<file path="src/rtl/lynx_video_fetch.sv">
// Lynx video fetch/shift stage: line/pixel counters, bitplane RAM addressing and serial RGB with sync/blank/irq.
// Optional macro VIDEO_BORDER_EN adds a border colour input shown during blanking outside sync.
module lynx_video_fetch #(
    parameter int unsigned H_TOTAL  = 448,
    parameter int unsigned V_ACTIVE = 248,
    parameter int unsigned V_TOTAL  = 312,
    parameter int unsigned HS_START = 320,
    parameter int unsigned HS_WIDTH = 32,
    parameter int unsigned VS_START = 270,
    parameter int unsigned VS_WIDTH = 3
) (
    input  logic        clock,
    input  logic        reset,
    input  logic        ce,
`ifdef VIDEO_BORDER_EN
    input  logic [2:0]  border,
`endif
    output logic [12:0] a1,
    input  logic [7:0]  qr,
    input  logic [7:0]  qg,
    input  logic [7:0]  qb,
    output logic        r,
    output logic        g,
    output logic        b,
    output logic        hsync,
    output logic        vsync,
    output logic        blank,
    output logic        irq
);
    localparam int unsigned HC_W     = $clog2(H_TOTAL);
    localparam int unsigned VC_W     = (V_TOTAL > 2) ? $clog2(V_TOTAL) : 1;
    localparam int unsigned H_ACTIVE = 256;

    logic [HC_W-1:0] hc;
    logic [HC_W-1:0] hc_nxt;
    logic [VC_W-1:0] vc;
    logic [VC_W-1:0] vc_nxt;
    logic [VC_W-1:0] vc_inc;
    logic [VC_W-1:0] row_vc;
    logic [HC_W:0]   hc_fetch;
    logic [7:0]      row;
    logic [4:0]      col;
    logic [7:0]      sr_r;
    logic [7:0]      sr_g;
    logic [7:0]      sr_b;
    logic            hs_c;
    logic            vs_c;
    logic            blank_c;
    logic [2:0]      pix_c;

    // Counter advance, fetch address (three pixels ahead, wrapping into the next line) and pixel decode
    always_comb begin
        vc_inc   = (vc == VC_W'(V_TOTAL - 1)) ? '0 : vc + 1'b1;
        hc_nxt   = hc + 1'b1;
        vc_nxt   = vc;
        if (hc == HC_W'(H_TOTAL - 1)) begin
            hc_nxt = '0;
            vc_nxt = vc_inc;
        end

        hc_fetch = {1'b0, hc} + (HC_W + 1)'(3);
        row_vc   = vc;
        if (32'(hc_fetch) >= H_TOTAL) begin
            hc_fetch = hc_fetch - (HC_W + 1)'(H_TOTAL);
            row_vc   = vc_inc;
        end
        col = 5'(hc_fetch >> 3);
        row = 8'(row_vc);

        hs_c    = (32'(hc) >= HS_START) && (32'(hc) < HS_START + HS_WIDTH);
        vs_c    = (32'(vc) >= VS_START) && (32'(vc) < VS_START + VS_WIDTH);
        blank_c = (32'(hc) >= H_ACTIVE) || (32'(vc) >= V_ACTIVE);

        pix_c = {sr_r[7], sr_g[7], sr_b[7]};
        if (blank_c) begin
`ifdef VIDEO_BORDER_EN
            pix_c = (hs_c || vs_c) ? 3'b000 : border;
`else
            pix_c = 3'b000;
`endif
        end
    end

    // All timing state advances on ce; irq is a single-clock pulse regardless of ce
    always_ff @(posedge clock) begin
        if (reset) begin
            hc    <= '0;
            vc    <= '0;
            a1    <= '0;
            sr_r  <= '0;
            sr_g  <= '0;
            sr_b  <= '0;
            r     <= 1'b0;
            g     <= 1'b0;
            b     <= 1'b0;
            hsync <= 1'b0;
            vsync <= 1'b0;
            blank <= 1'b1;
            irq   <= 1'b0;
        end else begin
            irq <= 1'b0;
            if (ce) begin
                hc <= hc_nxt;
                vc <= vc_nxt;
                if (hc[2:0] == 3'd5) begin
                    a1 <= {row, col};
                end
                // RAM data addressed two ce earlier is stable by the hc[2:0]==7 edge
                if (hc[2:0] == 3'd7) begin
                    sr_r <= qr;
                    sr_g <= qg;
                    sr_b <= qb;
                end else begin
                    sr_r <= {sr_r[6:0], 1'b0};
                    sr_g <= {sr_g[6:0], 1'b0};
                    sr_b <= {sr_b[6:0], 1'b0};
                end
                r     <= pix_c[2];
                g     <= pix_c[1];
                b     <= pix_c[0];
                hsync <= hs_c;
                vsync <= vs_c;
                blank <= blank_c;
                irq   <= vs_c & ~vsync;
            end
        end
    end
endmodule

</file>
<file path="config.mk">
export PLATFORM = sky130hd
export DESIGN_NAME = lynx_video_fetch
export DESIGN_NICKNAME = d
export VERILOG_FILES = /design/src/rtl/lynx_video_fetch.sv
export SDC_FILE = /design/constraint.sdc
export NUM_CORES = 1
export LEC_CHECK = 0
export ABC_CLOCK_PERIOD_IN_PS = 7670
export BUFFER_PORTS_ARGS = -buffer_cell sky130_fd_sc_hd__buf_2
export CAP_MARGIN = 40
export CORE_MARGIN = 2
export CORE_UTILIZATION = 60
export DETAILED_ROUTE_END_ITERATION = 10
export PLACE_DENSITY = 0.94
export RECOVER_POWER = 25
export SLEW_MARGIN = 20
export SYNTH_ARGS = -nofsm -noshare
export SYNTH_HDL_FRONTEND = slang
export SYNTH_SLANG_ARGS = --single-unit
export TNS_END_PERCENT = 5
</file>
<file path="constraint.sdc">
create_clock -name clock -period 7.67 [get_ports clock]
set_input_delay 1.1505 -clock clock [delete_from_list [all_inputs] [get_ports clock]]
set_output_delay 1.1505 -clock clock [all_outputs]
set_load 0.01 [all_outputs]
</file>
# [Yosys cells after proc, flatten, opt, wreduce, memory -nomap -nowiden]
# Index checks and enable logic that the tools add are counted.
[word_totals] reg_bits=62 output_inout_bits=20 word_cells=45
[op_classes] add_sub_neg=4 order_cmp=7 eq_ne=4 n_mux=8 n_bitwise=3 reduce_logical=6
[op_table] operator="$mux W8" count=5
[op_table] operator="$ge A9 B9 Y1 const B" count=3
[op_table] operator="$add A9 B1 Y9 const B" count=2
[op_table] operator="$eq A9 B9 Y1 const B" count=2
[op_table] operator="$lt A9 B9 Y1 const B" count=2
[op_table] operator="$mux W9" count=2
[op_table] operator="$add A9 B2 Y10 const B" count=1
[op_table] operator="$ge A10 B9 Y1 const B" count=1
[op_table] operator="$ge A9 B8 Y1 const B" count=1
[op_table] operator="$sub A8 B8 Y8 const B" count=1
[op_table] operator="$eq A3 B3 Y1 const B" count=2
[op_table] operator="$reduce_and A2 Y1" count=2
[op_table] operator="$mux W3" count=1
[op_table] operator="$logic_and A1 B1 Y1" count=2
[op_table] operator="$not A1 Y1" count=2
[op_table] operator="$reduce_or A2 Y1" count=1
[op_table] operator="$and A1 B1 Y1" count=1
[op_table] operator="$logic_or A1 B1 Y1" count=1

# [Logic depth before layout (Yosys ltp)]
# Gate-level depths: netlist of the first run.
[depth] word_depth=3 mapped_depth=11 mapped_depth_nobuf=10

# [Least setup slack after synthesis of the first run]
# Ideal clock, no wire load.
[synth_path] path_kind="register to register" from="register hc[0]" to="register a1[8]" setup_ps=91 arrival_ps=2542 required_ps=7579 path_slack_ps=5037 path_stages_with_launch=11 period_less_slack_ps=2633 path_cell_list="dfxtp_1 buf_4 inv_1 ha_1 nor3_1 xor2_1 ha_1 a21oi_1 o31a_1 or4_1 a311oi_1"
[synth_between] elab_chain_len=3 elab_cells_between_ends=5 classes_between="1 x add/sub; 1 x order compare; 1 x eq/ne; 1 x mux; 1 x reduce/logical"
[synth_rtl] item="from (decl)" line="34" rtl="logic [HC_W-1:0] hc;"
[synth_rtl] item="from (signal assigned)" line="103" rtl="hc <= hc_nxt;"
[synth_rtl] item="$add A9 B2 Y10" line="61" rtl="hc_fetch = {1'b0, hc} + (HC_W + 1)'(3);"
[synth_rtl] item="$ge A10 B9 Y1" line="63" rtl="if (32'(hc_fetch) >= H_TOTAL) begin"
[synth_rtl] item="$mux W8" line="63"
[synth_rtl] item="to (signal assigned)" line="106" rtl="a1 <= {row, col};"
[synth_rtl] item="to (decl)" line="18" rtl="output logic [12:0] a1,"
# Several ways; a longest one is shown, not always the timed one.
# A chain may end at the register's enable or synchronous reset.

# [Worst setup path after layout of the first run]
[layout_path] from="input ce" to="register vc[8]"
[layout_between] elab_chain_len=1
[layout_rtl] item="from (decl)" line="14" rtl="input logic ce,"
[layout_rtl] item="$reduce_and A2 Y1 (no line)"
[layout_rtl] item="to (signal assigned)" line="104" rtl="vc <= vc_nxt;"
[layout_rtl] item="to (decl)" line="36" rtl="logic [VC_W-1:0] vc;"
# No other way between the ends.

==> results.cfg, run 1 <==
[power_and_ir_drop]
cellInternalPower_uw = 576
design_power_total_uw = 739
power-per-cell-area_nw_per_um2 = 207
sw_frac_of_total_pct = 22.0
p_leak_nw = 1.33
sequential_fraction_of_design_power_pct = 45.7
power.share.combinational_pct = 6.0
switching_power_summed_over_all_nets_uw = 163
peak_supply_drop_mv = 0.182
clkPwrFrac_pct = 48.3

[clocking]
cts-resized-gates = 0
tritoncts_sinks = 62
post-cts-setup-buffers = 0
clock_pin_slew_reported_for_the_worst_setup_and_hold_paths_after_clock_tree_synthesis_ns = 0.07
cts_hold_repair.buffers = 0
root_buffer = sky130_fd_sc_hd__clkbuf_8
tritoncts.num_buffers = 9
cts_tree = done
cts_htree_levels = 3
cts_buffer_depth = 2
skew_pair_late_insertion_delay_ns = 0.35

[global_route]
grt_overflow_total = 0
grt_util_all_layers_pct = 25.1
number_of_antenna_violations_at_the_first_check_in_global_routing = 0
grt_pass1_vias = 2608
grt_max_degree = 35
grt_first_pass_wirelength_um = 11900

[yosys]
yosys_register_bits = 62
synthesis.nets = 388
synth-edff-count = 0
mappedNetlistArea_sq_um = 3130
synth_seq_area_share_pct = 39.6
synthesis.yosys.warnings = 0
synth_area_leaders = sky130_fd_sc_hd__dfxtp_1 (40%), sky130_fd_sc_hd__mux2i_1 (8.3%), sky130_fd_sc_hd__a211oi_1 (6.7%), sky130_fd_sc_hd__nor2_1 (6.6%), sky130_fd_sc_hd__ha_1 (3.2%)
synth_cell_type_count = 50
yosys.area.top_type = sky130_fd_sc_hd__dfxtp_1
synth_cells = 353
syn-mean-instance-area_sq_um = 8.87
synthTopCellsByCount = sky130_fd_sc_hd__dfxtp_1 (62), sky130_fd_sc_hd__nor2_1 (55), sky130_fd_sc_hd__a211oi_1 (28), sky130_fd_sc_hd__mux2i_1 (26), sky130_fd_sc_hd__a21oi_1 (17)
synth_largest_type_area_fraction_pct = 39.6
synth-async-reset-ratio_pct = 0
post-synth-top-count-cell = sky130_fd_sc_hd__dfxtp_1
synthFlopType = sky130_fd_sc_hd__dfxtp_1

[critical_path]
criticalPathCategory = input pin to flip-flop
cp_data_required_time_ns = 7.95
rr_startpoint = hc[0]
timing.reg2reg.worst_path_depth = 9
start_kind = input pin
reg2reg_to = a1[8]
crit_path_buffers_inverters = 2
critical_path_cell_sequence = clkbuf_1 -> buf_16 -> nand4_2 -> nor4b_4 -> nand2_1 -> or3_1 -> a21oi_1
worst-r2r-setup-slack_ns = 4.43
crit_path_end_kind = flip-flop
crit_slowest_cell = sky130_fd_sc_hd__clkbuf_1
critical_path_peak_fanout = 34
critical_path.top_delay_family = buffers and inverters
cp-endpoint = vc[8]
timing.critical_path.from = ce
slowest_delay_ns = 1.02
crit_arrival_ns = 3.70
cp_num_cells = 7

[place]
gpl.final_weighted_congestion = 0.860
port_buffers = 46
post_dp_cell_area_sq_um = 3330
hpwl_um = 4620

[sta]
final.min_clock_period_ns = 3.43
grt_setup_unrepaired = false
finalHoldViolations = 0
worst_hold_slack_ns = 0.445
timing_worst_slew_pin_value_ns = 1.43
max_slew_violation_count = 0
layout_worst_path_cycle_share_pct = 44.7
maxClockFrequency_mhz = 292
report.final.setup_viol = 0
worst_clock_skew_ns = 0.00604
timing.setup.tns_ns = 0
max-slew-margin-rel_pct = 4.71

[finish]
utilization_pct = 70.4
postLayoutCellArea_sq_um = 3570
area_delta_synth_final_pct = 14.1
count_of_nets_after_finishing = 416
num_antenna_cells = 0
drive_above_1_share_pct = 18.1

[die]
floorplan.initialDensity_pct = 61.7
core-area_sq_um = 5070
dieHeight_um = 76.2
die_w_um = 76.2
boundaryPins = 47
die_area_sq_um = 5810
core.rowCount = 26

[route]
drtAntennaViolNets = 0
detailroute.via_count = 2752
wl_per_cell_um = 15.3
post-route-drc-count = 0
dr.pass1.iters = 5
avgViaCountPerCell = 6.04
final_routed_wirelength_across_all_metal_layers_um = 7000
detail_route.iter0.violations = 332

[hold_path]
hold_path.startpoint = vsync
hold_class = flip-flop to flip-flop

[status]
status = complete, no violations

[job]
max_cap_viol_count = 0
## area by class of cell
cell class              instances  area [sq um]
clock buffers                  11           141
clock inverters                 5           106
fillers                       356          1500
inverters                       4          15.0
multi-input cells             255          1700
flip-flops and latches         62          1240
well taps                      70          87.6
repair buffers                 49           285
## worst min-delay path by stage
stage | cells past startpoint | to | slack [ns]
6_report | 1 | irq | 0.45
5_1_grt | 1 | irq | 0.48
4_1_cts | 1 | irq | 0.45
3_5_place_dp | 1 | irq | 0.44
3_3_place_gp | 1 | irq | 0.43
2_1_floorplan | 2 | sr_b[0] | 0.45
## power groups by stage
stage	clock network, mW	logic, mW	registers [mW]
finish	0.357	0.0443	0.338
global route	0.371	0.0497	0.339
CTS	0.357	0.0443	0.338
detailed placement	0	0.0433	0.345
global placement	0	0.0382	0.344
floorplan	0	0.0293	0.343
## cell families after synthesis
group,share of synthesized area [%]
AO/OA/AOI/OAI,16.3
XOR/XNOR,3.92
adder cells (fa/ha/maj),3.20
buffers and inverters,6.15
flip-flops,39.6
multiplexers,8.31
AND/OR/NAND/NOR,22.4
## flip-flops by register name, indices dropped and copies added (netlist names)
register  cells
vc            9
a1           13
sr_g          8
blank         1
g             1
b             1
hsync         1
r             1
vsync         1
sr_b          8
irq           1
sr_r          8
hc            9
## layer usage
metal  vias up  global-route usage (%)  wire (um)
met1      1271                    30.0       2800
met4         0                    14.9        240
met2       121                    41.4       3510
met3        32                    5.21        441
li1       1328                       -          -
met5         -                       0          0
## cell usage in the layout (no fill, tap or decap), types with 3 or more instances in the layout
cell and instances:
sky130_fd_sc_hd__xor2_1 10, sky130_fd_sc_hd__nor3_1 4, sky130_fd_sc_hd__o21ai_0 9, sky130_fd_sc_hd__mux2i_1 26
sky130_fd_sc_hd__and3_1 4, sky130_fd_sc_hd__or3_1 5, sky130_fd_sc_hd__buf_2 40, sky130_fd_sc_hd__or4_1 3
sky130_fd_sc_hd__a211oi_1 28, sky130_fd_sc_hd__o21ai_1 3, sky130_fd_sc_hd__a311oi_1 3, sky130_fd_sc_hd__inv_1 4
sky130_fd_sc_hd__a21oi_1 17, sky130_fd_sc_hd__xnor2_1 4, sky130_fd_sc_hd__nor2_1 55, sky130_fd_sc_hd__dfxtp_1 62
sky130_fd_sc_hd__nand3_1 12, sky130_fd_sc_hd__clkbuf_8 10, sky130_fd_sc_hd__ha_1 8, sky130_fd_sc_hd__a31oi_1 5
sky130_fd_sc_hd__nand2b_1 6, sky130_fd_sc_hd__bufinv_16 3, sky130_fd_sc_hd__nor2b_1 3, sky130_fd_sc_hd__nand4_1 4
sky130_fd_sc_hd__nand2_1 15, sky130_fd_sc_hd__clkbuf_1 7
## metrics by stage
step	setup WS, ns	instances
after floorplan	5.04	353
after global placement	4.30	438
after detailed placement	4.45	440
after CTS	4.47	456
after global routing	3.93	456
final	4.24	456
Power figures use the tool's default switching activity.
==> inputs of run 2 (changes only) <==
ABC_CLOCK_PERIOD_IN_PS = 2900   (was 7670)
CORE_UTILIZATION = 51   (was 60)
PLACE_DENSITY = 0.86   (was 0.94)
clock period = 2.9 ns   (was 7.67 ns; I/O delays follow)
==> run 2 against run 1 <==
Net effect:
- sequential cell count unchanged
- register-to-register slack worse by 4.2 ns
- critical path type is now flip-flop to flip-flop
- combinational power rose to 2.7 times the previous value
- sequential power rose to 2.6 times the previous value
- routed wire length down 3.4%
==> results.cfg, run 2 (same netlist as run 1, synthesis figures left out) <==
[global_route]
grt_first_pass_wirelength_um = 10600
grt_pass1_vias = 2273
grt_overflow_total = 0
number_of_antenna_violations_at_the_first_check_in_global_routing = 0
grt_util_all_layers_pct = 20.5
grt_max_degree = 55

[clocking]
root_buffer = sky130_fd_sc_hd__clkbuf_8
tritoncts_sinks = 62
tritoncts.num_buffers = 9
cts_htree_levels = 3
cts_buffer_depth = 2
skew_pair_late_insertion_delay_ns = 0.35
cts_tree = done
clock_pin_slew_reported_for_the_worst_setup_and_hold_paths_after_clock_tree_synthesis_ns = 0.07
cts_hold_repair.buffers = 0
post-cts-setup-buffers = 0
cts-resized-gates = 0

[sta]
finalHoldViolations = 0
max_slew_violation_count = 0
layout_worst_path_cycle_share_pct = 93.2
grt_setup_unrepaired = false
timing.setup.tns_ns = 0
timing_worst_slew_pin_value_ns = 0.772
max-slew-margin-rel_pct = 47.8
worst_clock_skew_ns = 0.00901
final.min_clock_period_ns = 2.70
maxClockFrequency_mhz = 370
report.final.setup_viol = 0

[critical_path]
timing.critical_path.mode_cell = sky130_fd_sc_hd__ha_1
critical_path_peak_fanout = 6
crit_slowest_cell = sky130_fd_sc_hd__or4_1
slowest_delay_ns = 0.53
critical_path_cell_sequence = inv_1 -> ha_1 -> nor3_1 -> xor2_1 -> ha_1 -> a21oi_1 -> o31a_1 -> or4_1 -> a311oi_1
worst-r2r-setup-slack_ns = 0.20
start_kind = flip-flop
crit_path_end_kind = flip-flop
criticalPathCategory = flip-flop to flip-flop
crit_arrival_ns = 2.97
cp_data_required_time_ns = 3.16

[power_and_ir_drop]
switching_power_summed_over_all_nets_uw = 453
clkPwrFrac_pct = 46.8
sw_frac_of_total_pct = 24.0
p_leak_nw = 1.31
power-per-cell-area_nw_per_um2 = 526
power.share.combinational_pct = 6.3
sequential_fraction_of_design_power_pct = 46.9
cellInternalPower_mw = 1.44
peak_supply_drop_mv = 0.263

[finish]
finalNonFillerCells = 471
layout_common_cells = sky130_fd_sc_hd__dfxtp_1 (62), sky130_fd_sc_hd__nor2_1 (55), sky130_fd_sc_hd__a211oi_1 (28), sky130_fd_sc_hd__buf_2 (28), sky130_fd_sc_hd__mux2i_1 (26)
regMostFlops = a1
drive_above_1_share_pct = 17.4
max_reg_flops = 13
layout_top_registers = a1 x13, hc x9, vc x9
area_delta_synth_final_pct = 14.8
count_of_nets_after_finishing = 426
mostFrequentLayoutCell = sky130_fd_sc_hd__dfxtp_1
num_antenna_cells = 0
postLayoutCellArea_sq_um = 3590

[job]
max_cap_viol_count = 0

[route]
avgViaCountPerCell = 5.52
wl_per_cell_um = 14.3
detailroute.via_count = 2602
post-route-drc-count = 0
dr.pass1.iters = 4
drtAntennaViolNets = 0
detail_route.iter0.violations = 143
final_routed_wirelength_across_all_metal_layers_um = 6760

[die]
die_w_um = 82.3
die_area_sq_um = 6780
dieHeight_um = 82.3
core.rowCount = 28
boundaryPins = 47
floorplan.initialDensity_pct = 52.9
core-area_sq_um = 5920

[place]
post_dp_cell_area_sq_um = 3380
post-place-cells = 454
hpwl_um = 4540
gpl.final_weighted_congestion = 0.921
port_buffers = 46

[status]
status = complete, no violations

[hold_path]
hold_class = input pin to flip-flop
run 2: through the flow:
stage	hold slack [ns]	setup WS, ns	power [mW]	utilization, %
2_1_floorplan	0.446	0.267	0.984	-
5_1_grt	0.354	0.00463	1.96	60.7
3_3_place_gp	0.434	0.356	1.02	56.7
6_report	0.353	0.197	1.89	60.7
4_1_cts	0.345	0.169	1.90	61.0
3_5_place_dp	0.439	0.209	1.02	57.1
run 2: layout make-up:
| type | instances | area [sq um] |
|---|---|---|
| Clock buffer | 10 | 138 |
| Clock inverter | 6 | 92.6 |
| Fill cell | 526 | 2330 |
| Inverter | 4 | 15.0 |
| Multi-Input combinational cell | 255 | 1700 |
| Sequential cell | 62 | 1240 |
| Tap cell | 75 | 93.8 |
| Timing Repair Buffer | 59 | 318 |
run 2: metal layers:
| metal | GRT usage [%] | share of wire, % | up-vias |
|---|---|---|---|
| met5 | 0 | 0 | - |
| met4 | 10.3 | 1.8 | 0 |
| met3 | 5.11 | 3.9 | 11 |
| met2 | 31.7 | 49 | 48 |
| met1 | 26.6 | 46 | 1198 |
| li1 | - | - | 1345 |
run 2: worst paths after layout:
kind / startpoint / end / depth (start not counted)
worst max-delay path: hc[1] / a1[8] / 9
worst min-delay path: qb[0] / sr_b[0] / 3
worst max register to register: hc[1] / a1[8] / 9
worst min register to register: vsync / irq / 1
run 2: worst max-delay path, delay by kind of cell (launching register included):
family | cells | cell delay (ns)
XOR/XNOR | 1 | 0.25
AND/OR/NAND/NOR | 2 | 0.78
AO/OA/AOI/OAI | 3 | 0.63
adder cells (fa/ha/maj) | 2 | 0.52
buffers and inverters | 1 | 0.08
flip-flops | 1 | 0.35
run 2: power by group through the flow:
stage               clock network (mW)  registers [mW]  logic [mW]
detailed placement                   0           0.906       0.119
global route                     0.935           0.889       0.133
global placement                     0           0.905       0.113
finish                           0.885           0.887       0.119
floorplan                            0           0.906      0.0774
CTS                              0.895           0.886       0.121
